--- config.mk ---
export PLATFORM = sky130hd
export DESIGN_NAME = alu_exec_unit
export DESIGN_NICKNAME = d
export VERILOG_FILES = /design/src/rtl/alu_exec_unit.sv
export SDC_FILE = /design/constraint.sdc
export NUM_CORES = 1
export LEC_CHECK = 0
export BUFFER_PORTS_ARGS = -buffer_cell sky130_fd_sc_hd__clkbuf_2
export CORE_MARGIN = 2
export CORE_UTILIZATION = 52
export CTS_CLUSTER_SIZE = 24
export DETAILED_ROUTE_END_ITERATION = 8
export PLACE_DENSITY = 0.77
export SYNTH_ARGS = -nofsm -noshare
export SYNTH_HDL_FRONTEND = slang
export SYNTH_SLANG_ARGS = --single-unit
--- constraint.sdc ---
create_clock -name clk -period 10.4 [get_ports clk]
set_clock_uncertainty 0.1 [all_clocks]
set_input_delay 1.04 -clock clk [delete_from_list [all_inputs] [get_ports clk]]
set_output_delay 1.04 -clock clk [all_outputs]
set_load 0.05 [all_outputs]
--- src/rtl/alu_exec_unit.sv ---
// EX-stage ALU: single-cycle logic/arith/shift/compare ops plus an iterative shift-add MUL that stalls the pipeline.
// Optional feature macro ALU_MUL_EARLY_OUT_EN: MUL with A==0, B==0 or B==1 skips the iterations.
module alu_exec_unit #(
    parameter int MUL_CYCLES = 4
) (
    input  logic        clk,
    input  logic        arst,
    input  logic        valid,
    input  logic        flush,
    input  logic [3:0]  alu_ctrl,
    input  logic [31:0] alu_in_0,
    input  logic [31:0] alu_in_1,
    output logic [31:0] alu_out,
    output logic        zero_flag,
    output logic        stall
);

    typedef enum logic [1:0] {IDLE, BUSY, DONE} state_t;

    typedef enum logic [3:0] {
        OP_AND = 4'd0,
        OP_OR  = 4'd1,
        OP_ADD = 4'd2,
        OP_SLL = 4'd3,
        OP_SRL = 4'd4,
        OP_SUB = 4'd6,
        OP_SLT = 4'd7,
        OP_MUL = 4'd8
    } alu_op_t;

    localparam int          K        = 32 / MUL_CYCLES;
    localparam int          CNT_W    = 6;
    localparam logic [31:0] K_MASK   = 32'hFFFF_FFFF >> (32 - K);
    localparam logic [CNT_W-1:0] CNT_LAST = CNT_W'(MUL_CYCLES - 1);

    state_t           state_q, state_d;
    logic [CNT_W-1:0] cnt_q, cnt_d;
    logic [31:0]      acc_q, acc_d;
    logic [31:0]      mcand_q, mcand_d;
    logic [31:0]      mplier_q, mplier_d;

    logic [31:0] comb_result;
    logic [31:0] partial;
    logic [31:0] result;
    logic        stall_c;

    always_comb begin
        comb_result = '0;
        case (alu_ctrl)
            OP_AND:  comb_result = alu_in_0 & alu_in_1;
            OP_OR:   comb_result = alu_in_0 | alu_in_1;
            OP_ADD:  comb_result = alu_in_0 + alu_in_1;
            OP_SUB:  comb_result = alu_in_0 - alu_in_1;
            OP_SLL:  comb_result = alu_in_0 << alu_in_1[4:0];
            OP_SRL:  comb_result = alu_in_0 >> alu_in_1[4:0];
            OP_SLT:  comb_result = {31'd0, $signed(alu_in_0) < $signed(alu_in_1)};
            default: comb_result = '0;
        endcase
    end

    // One radix-2^K step: only the low 32 bits of the running product matter.
    assign partial = mcand_q * (mplier_q & K_MASK);

    always_comb begin
        // NOTE: every variable gets a default first so no path leaves it unassigned (no latches).
        state_d  = state_q;
        cnt_d    = cnt_q;
        acc_d    = acc_q;
        mcand_d  = mcand_q;
        mplier_d = mplier_q;
        stall_c  = 1'b0;
        result   = '0;

        case (state_q)
            IDLE: begin
                if (alu_ctrl == OP_MUL) begin
                    if (valid && !flush) begin
                        stall_c  = 1'b1;
                        mcand_d  = alu_in_0;
                        mplier_d = alu_in_1;
                        acc_d    = '0;
                        cnt_d    = '0;
                        state_d  = BUSY;
`ifdef ALU_MUL_EARLY_OUT_EN
                        if (alu_in_0 == '0 || alu_in_1 == '0) begin
                            state_d = DONE;
                        end else if (alu_in_1 == 32'd1) begin
                            acc_d   = alu_in_0;
                            state_d = DONE;
                        end
`endif
                    end
                end else begin
                    result = comb_result;
                end
            end
            BUSY: begin
                if (flush) begin
                    state_d = IDLE;
                end else begin
                    stall_c  = 1'b1;
                    acc_d    = acc_q + partial;
                    mcand_d  = mcand_q << K;
                    mplier_d = mplier_q >> K;
                    cnt_d    = cnt_q + CNT_W'(1);
                    if (cnt_q == CNT_LAST) state_d = DONE;
                end
            end
            DONE: begin
                result  = acc_q;
                state_d = IDLE;
            end
            default: state_d = IDLE;
        endcase

        // Reset forces the outputs quiet even while the inputs still select an op.
        if (arst) begin
            stall_c = 1'b0;
            result  = '0;
        end
    end

    // NOTE: sequential state uses non-blocking assignments so all flops update together at the edge.
    always_ff @(posedge clk or posedge arst) begin
        if (arst) begin
            state_q  <= IDLE;
            cnt_q    <= '0;
            acc_q    <= '0;
            mcand_q  <= '0;
            mplier_q <= '0;
        end else begin
            state_q  <= state_d;
            cnt_q    <= cnt_d;
            acc_q    <= acc_d;
            mcand_q  <= mcand_d;
            mplier_q <= mplier_d;
        end
    end

    assign alu_out   = result;
    assign zero_flag = (result == '0);
    assign stall     = stall_c;

endmodule

==> impl_metrics.toml, run 1 <==
[floorplan]
fp.dieH_um = 208
die_w_um = 208
ios = 106
initial_utilization_pct = 53.0
fp-row-count = 74
core-area_sq_um = 41000
die_area_sq_um = 43400

[worst_setup_path]
ff2ff_path_depth = 18
r2r_start = "mplier_q[3]"
path_class = "in -> out"
cp_max_fo = 41
cp_common_cell = "nor2_1"
end_kind = "output port"
worstPathRequired_ps = 9260
worstPathArrival_ps = 6530
reg2reg_slack_ps = 3760
critPathMaxStageDelay_ps = 650
worstPathCellList = "clkbuf_2, inv_1, buf_4, ha_1, nor2_1, o221ai_1, a211oi_1, nor2_1, o311a_1, o32ai_1, a2111oi_0, or4_1, nor4_1, nand4_1, nor2_1, clkbuf_2"
crit_slowest_cell = "nor4_1"
critPathTopFamily = "simple AND/OR/NAND/NOR gates"
critPathLaunchType = "input port"
worst_r2r_endpoint = "acc_q[30]"
path_buf_inv = 4

[detailed_routing]
drc = 0
vias = 22000
viasPerCell = 6.71
drt_iter0_markers = 2884
wirelength_um = 92400
ant_nets = 0
wl_per_cell_um = 28.2
dr.pass1.iters = 6

[clock_tree]
cts_resized = 0
h-tree-depth = 3
root_buffer = "clkbuf_16"
clk_pin_slew_ps = 60
cts.sinks = 104
clkLatencyLatePin_ps = 360
cts_setup_buffers = 0
clock_path_buffers = 2
cts_tree = "built"
numCtsBuffers = 9
hold_buffers = 0

[synthesis]
yosys.cell_types.count = 96
syn-num-nets = 3187
synth_top_cells_by_area = "fa_1 (17%), dfrtp_1 (12%), ha_1 (8.7%)"
synth_edf_count = 0
synth_area_sq_um = 21700
async_flop_share_pct = 100
ys_ff_latch = 104
yosysSeqAreaShare_pct = 12.0
synth_top_area_share_pct = 17.3
synth_area_per_cell_sq_um = 7.83
ys.flop_type = "dfrtp_1"
yosysTopAreaCell = "fa_1"
yosysWarnings = 0
synthCells = 2776

[global_routing]
antenna_found_initial = 1
grt_pass1_vias = 21900
overflow = 0
grt_max_degree = 64
grt_usage_pct = 42.3
grt_pass1_wl_um = 138000

[sta]
period_share_pct = 73.8
drv_slew = 0
slew_headroom_pct = 15.0
fin_crit_ps = 7670
tns_ps = 0
tightest_slew_ps = 1240
clock.fmax_mhz = 130
hold_violations = 0
whs_ps = 381
finalSetupViolCount = 0
rsz0062_at_grt = "false"

[flow_run]
drv_cap = 0

[worst_hold_path]
min_from = "mplier_q[8]"
hold_class = "reg -> reg"
holdPathEnd = "mplier_q[8]"
hold_depth = 2

[placed_design]
hpwlAfterDp_um = 72000
numPortBuffers = 105
dp_cells = 3259
place_area_sq_um = 22500
place_congestion = 1.14

[pwr]
p_per_area_nw_per_um2 = 215
ir_drop_mv = 0.157
leakage_uw = 0.0109

[final_layout]
drive_above_1_share_pct = 8.71
antenna_cells = 0
final_cell_area_sq_um = 22800
nets = 3149
utilization_pct = 55.5
area_growth_pct = 4.85
final_cells = 3275

[outcome]
status = "finished clean"
[cell families after synthesis]
group / count (synthesis) / synth area share (%)
simple gates: 911 / 20.2
buf+inv: 538 / 9.59
xor+xnor: 53 / 2.14
flops: 104 / 12.0
compound gates: 661 / 20.6
fa+ha+maj: 339 / 26.0
mux: 170 / 9.45
[cell usage after synthesis (all sizes together) (23+ instances only)]
library cell,n
o21ai,175
xnor2,34
dfrtp,104
o22ai,23
nor3,45
nand2,325
mux2i,117
o211ai,30
mux4,23
buf,38
mux2,30
a211oi,45
nand3,78
inv,348
and2,149
nand2b,25
nor2,169
fa,188
a21o,26
nor4,23
clkbuf,151
a21oi,122
ha,151
[metrics by stage]
step | power (uW) | setup WS, ps
3_3_place_gp | 4270 | 2920
4_1_cts | 4850 | 2890
2_1_floorplan | 3460 | 2290
5_1_grt | 5360 | 2560
3_5_place_dp | 4430 | 2910
6_report | 4900 | 2730
[how the worst max path moves through the flow]
stage	from	endpoint	slack [ps]	depth (start not counted)
4_1_cts	alu_in_1[2]	zero_flag	2890	16
3_5_place_dp	alu_in_1[2]	zero_flag	2910	16
5_1_grt	alu_in_1[2]	zero_flag	2560	16
2_1_floorplan	alu_in_1[2]	zero_flag	2290	16
3_3_place_gp	alu_in_1[2]	zero_flag	2920	16
6_report	alu_in_1[2]	zero_flag	2730	16
[worst reg2reg max path, cell delays in order, from the launching register on]
cell and delay [ps]:
dfrtp_1 1080, and2_1 330, fa_1 470, fa_1 510, fa_1 510, inv_1 50, fa_1 480, inv_1 40
ha_1 320, o21ai_0 120, nand2b_1 130, o2111ai_1 170, o21ai_0 610, a21oi_1 280, and3_1 240, o41ai_1 550
a21oi_1 160, xor2_1 230, o21ai_0 100
[sequential cells by signal (all words and copies together) (netlist names)]
register,count
mplier_q,32
state_q,2
acc_q,32
mcand_q,32
cnt_q,6
[where the power goes]
group          internal, uW  leakage (uW)  switching, uW
Sequential              522       0.00135            274
Clock                   200      0.000149            156
Combinational          1510       0.00937           2240
Total                  2230        0.0109           2670
[layer usage]
layer	share of wire, %	global-route usage, %
met3	12	9.16
met2	44	65.8
met5	0.014	0
met1	40	56.7
met4	4.9	18.2
[cell type report]
cell class	count	area [sq um]
clock buffers	12	256
clock inverters	4	51.3
fillers	3744	18200
inverters	349	1310
multi-input cells	2134	17100
flip-flops and latches	104	2600
well taps	532	666
repair buffers	140	791
[cells in the final DEF, fill, tap and decap left out, types with 77 or more instances in the layout]
cell type	instances
ha_1	151
mux2i_1	114
o21ai_0	170
fa_1	188
nand3_1	77
a21oi_1	122
and2_1	148
inv_1	345
nand2_1	325
nor2_1	166
dfrtp_1	104
clkbuf_2	104
(Power assumes the default switching activity.)
==> inputs of run 2 (changes only) <==
--- a/config.mk
+++ b/config.mk
@@ -10,7 +10,7 @@
 export CORE_UTILIZATION = 52
 export CTS_CLUSTER_SIZE = 24
 export DETAILED_ROUTE_END_ITERATION = 8
-export PLACE_DENSITY = 0.77
+export PLACE_DENSITY = 0.8
 export SYNTH_ARGS = -nofsm -noshare
 export SYNTH_HDL_FRONTEND = slang
 export SYNTH_SLANG_ARGS = --single-unit
==> constraint.sdc (replaced) <==
create_clock -name clk -period 6.23 [get_ports clk]
set_clock_uncertainty 0.1 [all_clocks]
set_input_delay 0.623 -clock clk [delete_from_list [all_inputs] [get_ports clk]]
set_output_delay 0.623 -clock clk [all_outputs]
set_load 0.05 [all_outputs]
==> run 2 against run 1 <==
Register-to-register slack lost 3300 ps. First-iteration DRC count shrank 11%. Worst hold slack worse by 1.2 ps. Clock power is 54% higher. Total power grew 71%. Cell count grew 1.9%. Critical path depth down 1. Largest power group unchanged. Sequential share of layout area fell by 0.30 points. Critical endpoint unchanged. Via count up 1.5%. Routed wire length grew 1.0%. Largest cell class unchanged.
==> impl_metrics.toml, run 2 (same netlist as run 1, synthesis figures left out) <==
[sta]
fin_ws_ps = 394
hold_violations = 0
slew_headroom_pct = 11.5
period_share_pct = 93.7
tns_ps = 0
drv_slew = 0
clock.fmax_mhz = 171
rsz0062_at_grt = "false"
fin_crit_ps = 5840
tightest_slew_ps = 1290
finalSetupViolCount = 0

[clock_tree]
clkLatencyLatePin_ps = 350
clock_path_buffers = 2
numCtsBuffers = 9
h-tree-depth = 3
clk_pin_slew_ps = 70
cts.sinks = 104
hold_buffers = 0
cts_tree = "built"
root_buffer = "clkbuf_16"

[floorplan]
die_area_sq_um = 43400
initial_utilization_pct = 53.0
fp-row-count = 74
die_w_um = 208
fp.dieH_um = 208
ios = 106
core-area_sq_um = 41000

[worst_setup_path]
critPathMaxStageDelay_ps = 600
path_class = "in -> out"
worstPathRequired_ps = 5510
path_buf_inv = 3
ff2ff_path_depth = 19
cp_max_fo = 11
critPathTopFamily = "compound AO/OA/AOI/OAI gates"
reg2reg_slack_ps = 430
worstPathCellList = "clkbuf_2, inv_1, ha_1, nor2_1, nand4_1, a21oi_1, o21ai_2, a211oi_1, nor3_1, or3_1, a31o_1, a221o_1, or4_1, nor2_4, buf_12"
worst_r2r_endpoint = "acc_q[31]"
worstPathArrival_ps = 5110
r2r_start = "mplier_q[5]"
critPathLaunchType = "input port"
crit_slowest_cell = "or4_1"
end_kind = "output port"

[outcome]
status = "finished clean"

[placed_design]
place_area_sq_um = 23100
place_congestion = 1.09
hpwlAfterDp_um = 74900
dp_slack_ps = 368
numPortBuffers = 105

[detailed_routing]
wirelength_um = 93300
drc = 0
vias = 22300
wl_per_cell_um = 28.0
dr.pass1.iters = 6
ant_nets = 0
drt_iter0_markers = 2573
viasPerCell = 6.68

[global_routing]
antenna_found_initial = 5
grt_pass1_vias = 21600
grt_max_degree = 65
overflow = 0
grt_pass1_wl_um = 139000
grt_usage_pct = 42.7

[worst_hold_path]
hold_class = "in -> async"

[pwr]
ir_drop_mv = 0.336
leakage_uw = 0.0112
p_per_area_nw_per_um2 = 358
power_uw = 8390

[final_layout]
nets = 3209
mostFrequentLayoutCell = "inv_1"
final_cell_area_sq_um = 23400
drive_above_1_share_pct = 11.0
final_cell_mix = "inv_1 (345), nand2_1 (325), fa_1 (188), o21ai_0 (169), nor2_1 (167)"
area_growth_pct = 7.80
reg_top3 = "acc_q (32), mcand_q (32), mplier_q (32)"

[flow_run]
drv_cap = 0
[run 2: changes by cell type in the layout (fill, tap and decap cells not counted), moves of 2 or more]
cell / previous run / this run
buf_12: 0 / 11
dfrtp_2: 0 / 2
a2111oi_0: 14 / 9
buf_4: 36 / 92
clkinv_4: 0 / 3
a2111oi_2: 2 / 8
clkbuf_2: 104 / 97
nor2_2: 2 / 0
dfrtp_1: 104 / 102
[run 2: worst max-delay path by stage]
| stage | startpoint | end | depth (start not counted) |
|---|---|---|---|
| after CTS | mplier_q[0] | acc_q[31] | 19 |
| after floorplan | arst | zero_flag | 12 |
| after detailed placement | mplier_q[0] | acc_q[31] | 21 |
| final | alu_in_0[7] | zero_flag | 15 |
| after global routing | mplier_q[2] | acc_q[31] | 21 |
| after global placement | mplier_q[0] | acc_q[31] | 21 |
[run 2: worst min-delay path: stages]
cell and delay [ps]:
clkbuf_2 120, clkinvlp_4 70, buf_4 480
[run 2: layout make-up]
| cell class | instances | area [sq um] |
|---|---|---|
| clock inverters | 6 | 51.3 |
| diodes | 1 | 2.50 |
| clock buffers | 10 | 239 |
| fillers | 3699 | 17600 |
| multi-input cells | 2134 | 17100 |
| repair buffers | 200 | 1400 |
| flip-flops and latches | 104 | 2610 |
| well taps | 532 | 666 |
| inverters | 349 | 1310 |
[run 2: stage by stage]
stage	utilization (%)	cells	hold WS, ps
2_1_floorplan	-	2776	349
3_3_place_gp	56.4	3319	363
3_5_place_dp	56.4	3319	370
4_1_cts	57.1	3335	385
5_1_grt	57.1	3335	408
6_report	57.1	3336	380
[run 2: where the power goes]
part	leakage, uW	total [uW]	internal [uW]	switching (uW)
Sequential	0.00135	1270	874	399
Clock	0.000145	548	288	260
Combinational	0.00970	6570	2580	3990
[run 2: layer usage]
layer / part of all wire, % / track usage (%)
met1: 40 / 57.4
met2: 44 / 66.9
met3: 11 / 8.02
met4: 5.6 / 19.7
met5: 0.089 / 0
[run 2: repair_timing]
action	CTS	global route
endpoints found under the hold margin	0	0
setup endpoints to repair	0	2
setup buffers	0	0
gates resized for setup	0	3
